===== src/rtl/spi_slave_stream.sv =====
// SPI slave that turns MOSI words into an AXI-Stream master and feeds MISO
// from an AXI-Stream slave; SPI pins are oversampled and edge-detected on aclk.
`timescale 1ns/1ps
module spi_slave_stream #(
  parameter int SPI_CPOL = 0,
  parameter int SPI_CPHA = 0,
  parameter int SPI_FSB = 0,
  parameter int SPI_TL = 16,
  parameter int SYNC_STAGES = 2,
  parameter logic [SPI_TL-1:0] TX_IDLE = '1
) (
  input  logic aclk,
  input  logic aresetn,
  output logic axis_m_tvalid,
  input  logic axis_m_tready,
  output logic [SPI_TL-1:0] axis_m_tdata,
  output logic axis_m_tlast,
  input  logic axis_s_tvalid,
  output logic axis_s_tready,
  input  logic [SPI_TL-1:0] axis_s_tdata,
  input  logic spi_s_sck,
  input  logic spi_s_csn,
  input  logic spi_s_mosi,
  output logic spi_s_miso,
  input  logic status_clr,
  output logic rx_overflow,
  output logic tx_underrun,
  output logic frame_error
);

  localparam int CW = $clog2(SPI_TL);
  localparam logic [CW-1:0] LAST = CW'(SPI_TL - 1);
  localparam logic CPOL_B = (SPI_CPOL != 0);
  localparam logic CPHA_B = (SPI_CPHA != 0);
  localparam logic FSB_B = (SPI_FSB != 0);

  typedef enum logic {
    IDLE,
    ACTIVE
  } state_t;

  state_t state, state_nx;

  logic [SYNC_STAGES-1:0] sck_sr, csn_sr, mosi_sr;
  logic sck_prev, csn_prev;
  logic sck_cur, csn_cur, mosi_cur;
  logic lead, trail, live, smp, shf;
  logic csn_fall, csn_rise, start, stop;
  logic [CW-1:0] cnt;
  logic wrap, load, emit, m_busy;
  logic pend_valid;
  logic [SPI_TL-1:0] rx_sh, rx_next, pend_data;
  logic [SPI_TL-1:0] tx_sh, tx_buf, tx_shifted, load_word;
  logic tx_bit;

  // CSN sync resets low so a frame cut by reset needs a fresh high->low.
  always_ff @(posedge aclk) begin
    if (!aresetn) begin
      sck_sr <= {SYNC_STAGES{CPOL_B}};
      csn_sr <= '0;
      mosi_sr <= '0;
      sck_prev <= CPOL_B;
      csn_prev <= 1'b0;
    end else begin
      sck_sr <= {sck_sr[SYNC_STAGES-2:0], spi_s_sck};
      csn_sr <= {csn_sr[SYNC_STAGES-2:0], spi_s_csn};
      mosi_sr <= {mosi_sr[SYNC_STAGES-2:0], spi_s_mosi};
      sck_prev <= sck_sr[SYNC_STAGES-1];
      csn_prev <= csn_sr[SYNC_STAGES-1];
    end
  end

  assign sck_cur = sck_sr[SYNC_STAGES-1];
  assign csn_cur = csn_sr[SYNC_STAGES-1];
  assign mosi_cur = mosi_sr[SYNC_STAGES-1];

  assign lead = (sck_prev == CPOL_B) && (sck_cur != CPOL_B);
  assign trail = (sck_prev != CPOL_B) && (sck_cur == CPOL_B);
  assign live = (state == ACTIVE) && !csn_cur;
  assign smp = live && (CPHA_B ? trail : lead);
  assign shf = live && (CPHA_B ? lead : trail);

  assign csn_fall = csn_prev && !csn_cur;
  assign csn_rise = !csn_prev && csn_cur;

  always_ff @(posedge aclk) begin
    if (!aresetn) begin
      state <= IDLE;
    end else begin
      state <= state_nx;
    end
  end

  always_comb begin
    state_nx = state;
    start = 1'b0;
    stop = 1'b0;
    unique case (state)
      IDLE: begin
        if (csn_fall) begin
          state_nx = ACTIVE;
          start = 1'b1;
        end
      end
      ACTIVE: begin
        if (csn_rise) begin
          state_nx = IDLE;
          stop = 1'b1;
        end
      end
      default: state_nx = IDLE;
    endcase
  end

  assign wrap = smp && (cnt == LAST);
  assign load = start || wrap;
  assign load_word = axis_s_tvalid ? axis_s_tdata : TX_IDLE;
  assign axis_s_tready = aresetn && load && axis_s_tvalid;

  assign rx_next = FSB_B ? {rx_sh[SPI_TL-2:0], mosi_cur}
                         : {mosi_cur, rx_sh[SPI_TL-1:1]};

  assign emit = pend_valid && (smp || stop);
  assign m_busy = axis_m_tvalid && !axis_m_tready;

  assign tx_shifted = FSB_B ? {tx_sh[SPI_TL-2:0], 1'b0}
                            : {1'b0, tx_sh[SPI_TL-1:1]};
  assign tx_bit = FSB_B ? tx_sh[SPI_TL-1] : tx_sh[0];
  assign spi_s_miso = (state == ACTIVE) && tx_bit;

  always_ff @(posedge aclk) begin
    if (!aresetn) begin
      cnt <= '0;
      rx_sh <= '0;
      pend_valid <= 1'b0;
      pend_data <= '0;
      axis_m_tvalid <= 1'b0;
      axis_m_tdata <= '0;
      axis_m_tlast <= 1'b0;
      tx_sh <= '0;
      tx_buf <= '0;
    end else begin
      if (axis_m_tready) begin
        axis_m_tvalid <= 1'b0;
      end
      if (emit && !m_busy) begin
        axis_m_tvalid <= 1'b1;
        axis_m_tdata <= pend_data;
        axis_m_tlast <= stop;
      end
      if (start) begin
        cnt <= '0;
        pend_valid <= 1'b0;
        tx_sh <= load_word;
        tx_buf <= load_word;
      end
      if (stop) begin
        pend_valid <= 1'b0;
      end
      if (smp) begin
        cnt <= wrap ? '0 : cnt + CW'(1);
        rx_sh <= rx_next;
        if (pend_valid) begin
          pend_valid <= 1'b0;
        end
        if (wrap) begin
          pend_valid <= 1'b1;
          pend_data <= rx_next;
          tx_buf <= load_word;
        end
      end
      // Word boundary: the staged word replaces the drained shifter.
      if (shf) begin
        tx_sh <= (cnt == '0) ? tx_buf : tx_shifted;
      end
    end
  end

  always_ff @(posedge aclk) begin
    if (!aresetn) begin
      rx_overflow <= 1'b0;
      tx_underrun <= 1'b0;
      frame_error <= 1'b0;
    end else begin
      rx_overflow <= (rx_overflow && !status_clr) || (emit && m_busy);
      tx_underrun <= (tx_underrun && !status_clr) || (load && !axis_s_tvalid);
      frame_error <= (frame_error && !status_clr) || (stop && (cnt != '0));
    end
  end

endmodule

===== config.mk =====
export PLATFORM = sky130hd
export DESIGN_NAME = spi_slave_stream
export DESIGN_NICKNAME = d
export VERILOG_FILES = /design/src/rtl/spi_slave_stream.sv
export SDC_FILE = /design/constraint.sdc
export NUM_CORES = 1
export LEC_CHECK = 0
export BUFFER_PORTS_ARGS = -buffer_cell sky130_fd_sc_hd__buf_2
export CAP_MARGIN = 10
export CORE_ASPECT_RATIO = 0.8
export CORE_MARGIN = 10
export CORE_UTILIZATION = 23
export CTS_CLUSTER_SIZE = 40
export DETAILED_ROUTE_END_ITERATION = 12
export HOLD_SLACK_MARGIN = 0.1
export PLACE_DENSITY = 0.37
export SYNTH_ARGS = -nofsm -noshare
export SYNTH_HDL_FRONTEND = slang
export SYNTH_SLANG_ARGS = --single-unit

===== constraint.sdc =====
create_clock -name aclk -period 2.1 [get_ports aclk]
set_input_delay 0.21 -clock aclk [delete_from_list [all_inputs] [get_ports aclk]]
set_output_delay 0.21 -clock aclk [all_outputs]
set_load 0.05 [all_outputs]

==> reports/metrics.cfg <==
[run_status]
run_status = finished, final reports clean

[timing]
timing_hold_violations_final = 0
final_period_minus_worst_setup_slack_ns = 1.967
max_freq_ghz = 0.5083
number_of_setup_violations_in_the_final_report = 0
rsz0062_at_grt = no
maxSlewViolCount = 0
clock-skew-final_ns = 0.009047
maxSlewHeadroom_pct = 36.77
worstMarginPinSlew_ns = 0.9434
tns_ns = 0
final_min_period_over_clock_period_pct = 93.68

[yosys]
postSynthNetCount = 447
postSynthRegisterBits = 98
synth_top_cell_area_share_pct = 50.13
synth-seq-area-share_pct = 50.13
yosys-top-cells-area = dfxtp_1, mux2i_1, nor2_1, nand2_1, a211oi_2
synth_cell_types = 44
synth.most_common_cell = dfxtp_1
post_synthesis_cells = 421
synth_ff_type = dfxtp_1
synth_edf_count = 0
yosys-top-cells-count = dfxtp_1, nor2_1, nand2_1
ys.warnings.count = 0
mappedNetlistArea_mm2 = 0.003914
async_flop_share_pct = 0
post-synth-top-area-cell = dfxtp_1
post_synth.cell_area_avg_um2 = 9.296

[cells_and_area]
flow.area_growth_from_synthesis_pct = 21.68
finish.cell_count_without_fillers = 692
antenna_cells_inserted = 0
fillerInstances = 1775
layout-drive-gt1-share_pct = 21.82
finalNetCount = 493
stdcell_area_mm2 = 0.004762

[pwr]
power.combinational.fraction_pct = 4.5
power_frac_seq_pct = 49.3
post-layout-total-power_uw = 3852
p_clk_share_pct = 46.2
power_switching_uw = 851.9
sw_frac_of_total_pct = 22.12
power_per_standard_cell_area_mw_per_mm2 = 808.9
peakVddDrop_mv = 0.3990
internal-power_uw = 3000
power_leakage_uw = 0.001913

[global_routing]
grt_max_degree = 59
antenna_violations_before_repair = 0
global_route.usage.total_pct = 8.930
number_of_global_route_vias_before_repair = 3057
most_crowded_layer_after_global_routing = met2
grt_overflow = 0
gr-usage-met3_pct = 2.322
use_met2_pct = 13.30
grtUsageMet1_pct = 11.74
grt_pass1_wl_um = 16350

[routing]
number_of_optimization_iterations_in_the_first_detailed_route_pass = 4
drt_iter0_drc = 220
viasPerCell = 4.335
drt-total-wl_um = 9771
drcViolationCount = 0
avgRoutedWirePerCell_um = 14.12
vias = 3000
antenna_violation_net_count_after_detailed_routing = 0

[clock_tree]
clkSlewWorstSetupHoldPaths_ns = 0.07
cts_post_setup_buffers_inserted = 0
clock_insertion_delay_worst_skew_ns = 0.35
cts_inserted_buffers = 9
clock_sinks = 98
ctsRootBufferMaster = clkbuf_16
htree_num_levels = 3
max-clock-path-buffers = 2
clock_tree_from_tritoncts = yes

[critical_path]
path_max_fanout = 5
worst-setup-path-type = reg2out
crit_arrival_ns = 1.76
worst_setup_path_start_kind = register
setup.worst_path.end_class = output port
timing.critical_path.required_ns = 1.89

[floorplanning]
vertical_extent_of_the_die_um = 136.7
initial_core_util_pct = 23.57
die_width_um = 165.8
core_mm2 = 0.01661
floorplan.rows = 42
pin_count = 47
die_area_mm2 = 0.02267

[place]
placed_area_mm2 = 0.004395
gpl.final_weighted_congestion = 0.7165
place.port_buffers = 46
numPlacedInstances = 672
detailedPlacementHpwl_um = 6457

[worst_hold_path]
min-delay-path-class = in2reg

[flow_run]
cap_violations = 0

==> power groups by stage <==
stage / Sequential, µW / Combinational (µW) / Clock [µW]
after floorplan: 1940 / 114 / 0
after global placement: 1940 / 168 / 0
after detailed placement: 1940 / 171 / 0
after CTS: 1900 / 177 / 1860
after global routing: 1900 / 195 / 1910
final: 1900 / 172 / 1780
==> cells in the final DEF, fill, tap and decap left out, types with 2 or more instances in the layout <==
cell type	count
nand2_1	52
buf_2	45
and2_1	10
nand3_1	17
and4bb_2	2
a21oi_1	23
o21ai_0	17
a211oi_1	3
o22ai_1	15
nand2b_1	4
o21ai_1	2
a211oi_2	13
dlygate4sd3_1	4
nor2_1	55
mux2i_1	31
clkbuf_16	9
dfxtp_1	96
nor2b_1	3
inv_1	4
nand4_1	2
a21o_1	15
dfxtp_2	2
bufinv_16	2
buf_4	15
==> what timing repair did <==
action	4_1_cts	5_1_grt
hold buffers	4	0
endpoints found under the setup margin	1	1
resized for setup	1	3
endpoints found under the hold margin	4	0
==> worst max-delay path: stages, from the launching register on <==
cell	delay, ns
dfxtp_2	0.37
ha_2	0.22
nand3_1	0.16
o22ai_4	0.19
nand2_1	0.14
nor2_2	0.12
buf_4	0.20
==> through the flow <==
stage                     worst slack (ns)  hold slack (ns)  utilization (%)
after floorplan                     0.1450           0.3073                -
after global placement              0.3165           0.4229            26.47
after detailed placement            0.2702           0.4247            26.47
after CTS                          0.01630           0.1070            28.65
after global routing               0.02157           0.1238            28.68
final                               0.1328           0.1214            28.68
==> routing by layer <==
| layer | routed length (µm) | vias up |
|---|---|---|
| li1 | - | 1559 |
| met1 | 5020 | 1389 |
| met2 | 4279 | 42 |
| met3 | 300 | 10 |
| met4 | 171 | 0 |
| met5 | 0 | - |
==> kinds of logic (layout without fill, tap and decap cells) <==
family	after synthesis	count (layout)	synth area share, %
AOI/OAI and AO/OA	99	99	18.13
adders and majority gates	2	2	0.6393
buffers and inverters	36	87	4.572
DFF	98	98	50.13
muxes	31	31	7.928
and+or+nand+nor	155	155	18.61
==> layout make-up <==
class | count | area, µm² | share of cell area, %
clock buffer | 10 | 229.0 | 4.808
sequential | 98 | 1964 | 41.25
clock inverter | 6 | 90.09 | 1.892
multi-input combinational | 287 | 1783 | 37.44
tap | 220 | 275.3 | 5.780
timing repair buffer | 65 | 397.9 | 8.355
inverter | 6 | 22.52 | 0.4729
==> flip-flops by register name, summed over array words and instances (netlist names) <==
name / flops
axis_m_tdata: 16
pend_data: 16
tx_buf: 16
tx_sh: 16
rx_sh: 15
cnt: 4
csn_sr: 2
mosi_sr: 2
sck_sr: 2
axis_m_tlast: 1
axis_m_tvalid: 1
csn_prev: 1
frame_error: 1
pend_valid: 1
rx_overflow: 1
sck_prev: 1
state: 1
tx_underrun: 1
==> final timing paths <==
check	start	endpoint	slack (ns)	depth (start not counted)
setup / recovery	cnt[1]$_SDFFE_PN0P_	axis_s_tready	0.13	6
hold / removal	status_clr	rx_overflow$_SDFF_PN0_	0.12	2
setup reg to reg	cnt[1]$_SDFFE_PN0P_	pend_data[4]$_SDFFE_PN0P_	0.35	6
hold reg to reg	mosi_sr[0]$_SDFF_PN0_	mosi_sr[1]$_SDFF_PN0_	0.44	1
Power figures use the tool's default switching activity.
